## config.mk

```make
export PLATFORM = sky130hd
export DESIGN_NAME = stat_sequencer
export DESIGN_NICKNAME = d
export VERILOG_FILES = /design/src/rtl/stat_pkg.sv /design/src/rtl/stat_count_reg.sv /design/src/rtl/stat_sequencer.sv
export SDC_FILE = /design/constraint.sdc
export NUM_CORES = 1
export LEC_CHECK = 0
export ABC_AREA = 0
export CELL_PAD_IN_SITES_DETAIL_PLACEMENT = 1
export CELL_PAD_IN_SITES_GLOBAL_PLACEMENT = 1
export CORE_UTILIZATION = 48
export DETAILED_ROUTE_END_ITERATION = 12
export HOLD_SLACK_MARGIN = 0.1
export PLACE_DENSITY_LB_ADDON = 0.1
export SYNTH_ARGS = -nofsm -noshare
export SYNTH_HDL_FRONTEND = slang
export SYNTH_SLANG_ARGS = --single-unit
```

## constraint.sdc

```tcl
create_clock -name CLK -period 5.4 [get_ports CLK]
set_clock_uncertainty 0.1 [all_clocks]
set_input_delay 1.08 -clock CLK [delete_from_list [all_inputs] [get_ports CLK]]
set_output_delay 1.08 -clock CLK [all_outputs]
set_load 0.02 [all_outputs]
```

## src/rtl/stat_pkg.sv

```systemverilog
// stat_pkg: opcode and FSM state encodings shared by the stat sequencer files
package stat_pkg;
  typedef enum logic [1:0] {
    OP_MAX = 2'b00,
    OP_MIN = 2'b01,
    OP_AVG = 2'b10,
    OP_RSV = 2'b11
  } op_e;
  typedef enum logic [2:0] {
    ST_IDLE,
    ST_LOAD,
    ST_FETCH,
    ST_ACC,
    ST_DIV,
    ST_DONE
  } state_e;
endpackage

```

## src/rtl/stat_count_reg.sv

```systemverilog
// stat_count_reg: 8-bit element counter with load/decrement and next-is-zero flag
module stat_count_reg (
  input  logic       clk_i,
  input  logic       rst_ni,
  input  logic       load_i,
  input  logic       dec_i,
  input  logic [7:0] load_val_i,
  output logic       cnt_zero
);
  logic [7:0] cnt_q, cnt_d;
  // load wins over decrement; the flag looks at the value about to be stored
  always_comb begin
    cnt_d    = load_i ? load_val_i : dec_i ? cnt_q - 1'b1 : cnt_q;
    cnt_zero = cnt_d == 8'd0;
  end
  // counter state
  always_ff @(posedge clk_i or negedge rst_ni)
    if (!rst_ni) cnt_q <= '0;
    else         cnt_q <= cnt_d;
endmodule

```

## src/rtl/stat_sequencer.sv

```systemverilog
// stat_sequencer: reads N elements from memory and reports their MAX, MIN or truncated AVG
module stat_sequencer
  import stat_pkg::*;
#(
  parameter int DW = 8,
  parameter int AW = 8
) (
  input  logic          CLK,
  input  logic          RESET,
  input  logic          start,
  input  logic [1:0]    opcode,
  input  logic [AW-1:0] base_addr,
  input  logic [7:0]    length,
  output logic          mem_rd,
  output logic [AW-1:0] mem_addr,
  input  logic [DW-1:0] mem_data,
  output logic          busy,
  output logic          done,
  output logic          err,
  output logic [DW-1:0] result
);
  localparam int SW = DW + 8;
  localparam int CW = $clog2(SW + 1);
  state_e        state_q, state_d;
  op_e           op_q;
  logic [AW-1:0] base_q, ptr_q;
  logic [7:0]    len_q, rem_q, rem_n;
  logic [DW-1:0] acc_q, acc_n, result_q;
  logic [SW-1:0] sum_q, sum_n;
  logic [CW-1:0] div_q;
  logic [8:0]    rem_t;
  logic          err_q, cnt_zero, bad, q_bit, div_last;
  stat_count_reg u_cnt (
    .clk_i      (CLK),
    .rst_ni     (RESET),
    .load_i     (state_q == ST_LOAD),
    .dec_i      (state_q == ST_ACC),
    .load_val_i (len_q),
    .cnt_zero   (cnt_zero)
  );
  // comparator and one restoring-division step (remainder always < N, so 8 bits hold it)
  always_comb begin
    bad      = len_q == 8'd0 || op_q == OP_RSV;
    acc_n    = op_q == OP_MAX ? (mem_data > acc_q ? mem_data : acc_q)
                              : (mem_data < acc_q ? mem_data : acc_q);
    rem_t    = {rem_q, sum_q[SW-1]};
    q_bit    = rem_t >= {1'b0, len_q};
    rem_n    = q_bit ? 8'(rem_t - {1'b0, len_q}) : rem_t[7:0];
    sum_n    = {sum_q[SW-2:0], q_bit};
    div_last = div_q == CW'(SW - 1);
  end
  // state register
  always_ff @(posedge CLK or negedge RESET)
    if (!RESET) state_q <= ST_IDLE;
    else        state_q <= state_d;
  // next-state logic
  always_comb begin
    state_d = state_q;
    case (state_q)
      ST_IDLE:  if (start) state_d = ST_LOAD;
      ST_LOAD:  state_d = bad ? ST_DONE : ST_FETCH;
      ST_FETCH: state_d = ST_ACC;
      ST_ACC:   state_d = !cnt_zero ? ST_FETCH : op_q == OP_AVG ? ST_DIV : ST_DONE;
      ST_DIV:   if (div_last) state_d = ST_DONE;
      default:  state_d = ST_IDLE;
    endcase
  end
  // outputs decoded from the current state
  always_comb begin
    busy     = state_q != ST_IDLE;
    done     = state_q == ST_DONE;
    mem_rd   = state_q == ST_FETCH;
    mem_addr = ptr_q;
    err      = err_q;
    result   = result_q;
  end
  // datapath; result and err are written on the edge entering DONE so they are valid with done
  always_ff @(posedge CLK or negedge RESET)
    if (!RESET) begin
      op_q     <= OP_MAX;
      base_q   <= '0;
      len_q    <= '0;
      ptr_q    <= '0;
      acc_q    <= '0;
      sum_q    <= '0;
      rem_q    <= '0;
      div_q    <= '0;
      err_q    <= 1'b0;
      result_q <= '0;
    end else begin
      case (state_q)
        ST_IDLE: if (start) begin
          op_q   <= op_e'(opcode);
          base_q <= base_addr;
          len_q  <= length;
          err_q  <= 1'b0;
        end
        ST_LOAD: begin
          ptr_q <= base_q;
          sum_q <= '0;
          rem_q <= '0;
          div_q <= '0;
          acc_q <= {DW{op_q == OP_MIN}};
          if (bad) begin
            err_q    <= 1'b1;
            result_q <= '0;
          end
        end
        ST_ACC: begin
          ptr_q <= ptr_q + 1'b1;
          if (op_q == OP_AVG) sum_q <= sum_q + SW'(mem_data);
          else                acc_q <= acc_n;
          if (cnt_zero && op_q != OP_AVG) result_q <= acc_n;
        end
        ST_DIV: begin
          sum_q <= sum_n;
          rem_q <= rem_n;
          div_q <= div_q + 1'b1;
          if (div_last) result_q <= sum_n[DW-1:0];
        end
        default: ;
      endcase
    end
endmodule

```

# Word-level counts from Yosys, hierarchy flattened
# Index checks and enable logic that the tools add are counted.
[totals] regBits=83 input_bits=29 output_inout_bits=20 wordCells=79
[classes] n_addsub=5 n_lt_le_gt_ge=3 n_eq_ne=16 n_mux=26 n_reduce_logical=17
[ops] operator="2-to-1 mux 8 bit" n=10
[ops] operator="case mux 16 bit (3 select lines)" n=1
[ops] operator="case mux 8 bit (2 select lines)" n=3
[ops] operator="case mux 8 bit (3 select lines)" n=1
[ops] operator="adder 16 x 8 -> 16 bit" n=1
[ops] operator="zero test 8 bit" n=2
[ops] operator="2-to-1 mux 16 bit" n=1
[ops] operator="case mux 3 bit (5 select lines)" n=1
[ops] operator="!= test 2 bit, second input constant" n=7
[ops] operator="2-to-1 mux 3 bit" n=4
[ops] operator="case mux 5 bit (2 select lines)" n=1
[ops] operator=">= comparator 9 x 8 -> 1 bit" n=1
[ops] operator="adder 8 x 1 -> 8 bit, second input constant" n=1
[ops] operator="greater-than comparator 8 bit" n=1
[ops] operator="less-than comparator 8 bit" n=1
[ops] operator="AND reduction 2 bit" n=4
[ops] operator="subtractor 8 x 1 -> 8 bit, second input constant" n=1
[ops] operator="subtractor 8 bit" n=1
[ops] operator="equality test 3 x 2 -> 1 bit, second input constant" n=2
[ops] operator="equality test 3 bit, second input constant" n=2
[ops] operator="nonzero test 2 bit" n=3
[ops] operator="nonzero test 3 bit" n=2
[ops] operator="adder 5 x 1 -> 5 bit, second input constant" n=1
[ops] operator="equality test 5 x 4 -> 1 bit, second input constant" n=1
[ops] operator="11 further kinds" n=14

# Logic depth before layout (Yosys ltp)
[logic_depth] ltp_word=7 depth_mapped=10 depth_no_buf=10

# Modules after synthesis
# Synthesis repeated with hierarchy kept, for this count alone.
[hier_totals] hier_cells=563 area_unflattened_um2=5162.5
[by_module_without_submodules] mod="stat_sequencer" instances=1 cells_per_inst=508 area_each_um2=4611.9 seq_area_each_um2=1876.8
[by_module_without_submodules] mod="stat_count_reg" instances=1 cells_per_inst=55 area_each_um2=550.5 seq_area_each_um2=200.2

# Least setup slack after synthesis
# Ideal clock, no wire load.
[synth_path] path_type="input -> register" from="input port mem_data[2]" to="register result_q[6], in the netlist result[6]" setup_ns=0.127 arrival_time_ns=3.285 required_time_ns=5.173 path_slack_ns=1.888 cell_stages=9 path_buffers=1 cell_sequence="ha_1 a21o_1 a211oi_1 nor3_1 a211oi_2 clkbuf_1 mux2i_1 o21ai_0 mux2_1"
[synth_between] elab_chain_len=5 word_cells_on_any_way=7 cone_classes="2 x order compare; 5 x mux"
[synth_rtl] element="start, declared" line="stat_sequencer.sv:16" text="input logic [DW-1:0] mem_data,"
[synth_rtl] element="less-than comparator 8 bit / greater-than comparator 8 bit (equally long branches)" line="stat_sequencer.sv:45, stat_sequencer.sv:44"
[synth_rtl] element="2-to-1 mux 8 bit, on equally long branches" line="stat_sequencer.sv:45, stat_sequencer.sv:44"
[synth_rtl] element="2-to-1 mux 8 bit (*)" line="stat_sequencer.sv:44" text="acc_n = op_q == OP_MAX ? (mem_data > acc_q ? mem_data : acc_q)"
[synth_rtl] element="2-to-1 mux 8 bit (*)" line="stat_sequencer.sv:113" text="if (cnt_zero && op_q != OP_AVG) result_q <= acc_n;"
[synth_rtl] element="case mux 8 bit (3 select lines) (*)" line="stat_sequencer.sv:91" text="case (state_q)"
[synth_rtl] element="end signal, assigned" line="stat_sequencer.sv:113"
[synth_rtl] element="end signal, assigned" line="stat_sequencer.sv:119" text="if (div_last) result_q <= sum_n[DW-1:0];"
[synth_rtl] element="end, declared" line="stat_sequencer.sv:28" text="logic [DW-1:0] acc_q, acc_n, result_q;"
# Every way passes the cells marked *; elsewhere a longest branch is shown, timed or not. The select of a mux whose other input is x is not followed.
# A chain may end at the register's enable or synchronous reset.

# Worst setup path after layout
[layout_path] from="input port mem_data[1]" to="register result_q[1], in the netlist result[1]"
# The elaborated chain is that of the path after synthesis.

==> run_results.csv <==
group,metric,value,unit
status,status,"completed",
place,placed_cell_count,722,
detailed_routing,first_iter_violations,183,
place,detailedPlacementHpwl,10.2,mm
yosys,syn-instance-count,555,
place,dp_slack,1.38,ns
sta,period_needed,3.65,ns
clock_tree,worstSkewPairLatency,0.36,ns
sta,maxSlewHeadroom,0.296,
yosys,synth_seq_area_share,0.412,
clock_tree,cts.path.max_buffers,2,
pwr,power_leakage,0.00260,uW
yosys,post_synth.cell_area_avg,9.08,sq um
sta,finalHoldViolCount,0,
clock_tree,cts_root_buf,"clkbuf_8",
cells_and_area,layout.area.seq,2080,sq um
cells_and_area,antenna_cells_inserted,0,
global_routing,grt_start_max_net_pins,46,
floorplanning,core-area,10200,sq um
clock_tree,cts-resized-gates,0,
setup_path,cpLargestDelayFamily,"buffers and inverters",
setup_path,cp.buffers_inverters,2,
yosys,synth_nets,614,
yosys,post-synth-top-count-cell,"dfrtp_1",
floorplanning,initial_utilization,0.493,
clock_tree,ctsHoldBuffers,0,
floorplanning,chipWidth,104,microns
clock_tree,cts_tree,"yes",
global_routing,grt_overflow,0,
clock_tree,cts_max_level,3,
setup_path,critPathArrivalTime,3.79,ns
sta,setup_repair_after_global_routing_missed_its_margin,"no",
floorplanning,boundaryPins,49,
sta,final_cycle_utilization_of_the_critical_path,0.676,
run,maxCapViolations,0,
place,gp_routability_congestion,0.825,
cells_and_area,final_layout_size_suffix_gt1_frac,0.0764,
sta,setup_tns,0,ns
floorplanning,die-area,10900,sq um
setup_path,critPathMaxStageDelay,0.62,ns
detailed_routing,via_count,4397,
detailed_routing,ant_nets,0,
yosys,netlist.area_leader.share,0.412,
setup_path,critical-path-slowest-cell,"clkdlybuf4s50_1",
setup_path,worst_setup_start_kind,"primary input",
cells_and_area,area_growth,15.8,%
yosys,synthesis_stage_register_bit_count,83,
worst_hold_path,hold_class,"register to register",
setup_path,crit_path_cell_trace,"clkdlybuf4s50_1 -> ha_1 -> and4b_1 -> a211oi_1 -> nor3_1 -> a211oi_2 -> buf_4 -> mux2i_1 -> o21ai_0 -> mux2_1",
cells_and_area,finalNonFillerCells,738,
detailed_routing,detail_route.wl_per_cell,18.7,microns
pwr,vdd_drop_max,0.000247,V
setup_path,path_class,"primary input to register",
clock_tree,post_cts.repair.setup_buffers,0,
yosys,asyncSetResetFlopFracSynth,1.00,
yosys,synth_top_area_cell,"dfrtp_1",
yosys,synth_cell_type_count,64,
sta,worst-slew-pin-transition,1.06,ns
floorplanning,fp-row-count,37,
yosys,dominantRegCellSynth,"dfrtp_1",
cells_and_area,postLayoutCellArea,5840,sq um
yosys,synthesis.area,5040,sq um
place,io_buffer_count,48,
setup_path,crit_path_end_kind,"register",
place,postPlaceCellArea,5640,sq um
sta,fmax,0.274,GHz
detailed_routing,detail_route.first_pass.iterations,4,
yosys,synth.cells.most_frequent,"83 x dfrtp_1, 63 x nand2_1, 50 x o21ai_0, 43 x a21oi_1, 42 x nor2_1",
global_routing,vias_in_the_first_global_route,4674,
cells_and_area,nNetsFinal,656,
pwr,powerDensity,553,nW/um^2
yosys,ys_warnings,0,
setup_path,critical_path_peak_fanout,15,
clock_tree,numClockSinks,83,
cells_and_area,multi_input_gate_area_in_the_final_layout,2750,sq um
sta,setup_viol,0,
detailed_routing,totalWireLength,13.8,mm
floorplanning,dieHeight,104,microns
detailed_routing,drc,0,
clock_tree,cts_inserted_buffers,9,
setup_path,endpoint_required_time_on_the_critical_path,5.54,ns
global_routing,grtUsageTotal,0.278,
yosys,netlist_top_cells_area,"dfrtp_1 41%, ha_1 6.9%, o21ai_0 5.0%",
sta,drv_slew,0,
global_routing,wire_length_of_the_first_global_routing_pass,23.9,mm
clock_tree,clk_pin_slew,0.07,ns
cells_and_area,n_fill_cell,1185,
global_routing,grt_antenna_before_repair,0,
yosys,synth-edff-count,0,
detailed_routing,via_per_inst,5.96,
sta,post-route-worst-setup-slack,1.75,ns
## final cells by class
cell class / count / share of cell area
clock buffer: 11 / 0.0242
clock inverter: 5 / 0.00900
inverter: 30 / 0.0193
multi-input combinational: 417 / 0.470
sequential: 83 / 0.356
tap: 136 / 0.0291
timing repair buffer: 56 / 0.0922
## routing by layer
metal  share of wire  up-vias  global-route usage
met5               0        -                   0
met1            0.48     2224               0.386
li1                -     2090                   -
met3           0.031       14              0.0401
met2            0.48       69               0.448
met4           0.012        0              0.0867
## metrics by stage
stage                      util  power, uW  hold WS (ns)
after floorplan               -       2220         0.350
after global placement    0.552       2660         0.363
after detailed placement  0.552       2770         0.379
after CTS                 0.571       3240         0.397
after global routing      0.571       3490         0.413
final                     0.571       3230         0.392
## sequential cells by signal, summed over array words and instances, names as in the netlist
name,cells
len_q,8
err,1
state_q,3
u_cnt.cnt_q,8
mem_addr,8
base_q,8
sum_q,16
div_q,5
result,8
op_q,2
rem_q,8
acc_q,8
## worst register-to-register path, delay by kind of cell, from the launching register on
family / cells / cell delay (ns)
simple gates: 3 / 1.37
compound gates: 3 / 0.67
mux: 1 / 0.38
buf+inv: 1 / 0.31
flops: 1 / 0.58
## logic make-up (layout without fill, tap and decap cells)
logic type                 after synthesis  after routing  share of synthesized area
xor gates and xnor gates                 9              9                     0.0156
adders and majority gates               30             30                     0.0774
AOI/OAI and AO/OA                      169            169                      0.207
DFF                                     83             83                      0.412
buffers and inverters                   55            102                     0.0432
muxes                                   36             36                     0.0767
and+or+nand+nor                        173            173                      0.168
## worst paths after layout
check,start,end,slack (ns),cells past startpoint
max in group asynchronous,RESET,acc_q[2],3.64,2
min in group asynchronous,RESET,mem_addr[4],0.57,1
worst min register to register,result[2],result[2],0.39,1
worst min-delay path,result[2],result[2],0.39,1
worst max register to register,state_q[1],result[1],1.88,8
worst max-delay path,mem_data[1],result[1],1.75,10
## report_power, final
group          internal, uW  leakage [uW]  switching, uW
registers               859       0.00105            248
clock network           224     0.0000991            233
logic                   699       0.00145            962
total                  1780       0.00260           1440
## cell usage in the layout, fill, tap and decap left out, types with 3 or more instances in the layout
cell type and n:
clkinv_2 3, a21o_1 8, o21a_1 3, a211oi_1 4
dfrtp_1 83, or2_1 3, nor3_1 5, a21oi_1 43
or3_1 5, buf_4 9, xnor2_1 5, nor2_1 42
clkbuf_8 10, nand3_1 17, o31ai_1 5, nor4_1 3
ha_1 28, and3_1 7, mux2i_1 15, mux2_2 13
a32o_1 3, o21ai_0 50, a31oi_1 6, or4_1 3
inv_1 30, o22ai_1 9, nand4_1 6, mux2_1 8
nand2b_1 4, clkdlybuf4s50_1 47, a22o_1 3, nand2_1 63
xor2_1 4, o21ai_1 11, o31a_1 3
Note: power is estimated with default switching activity, not from simulation.
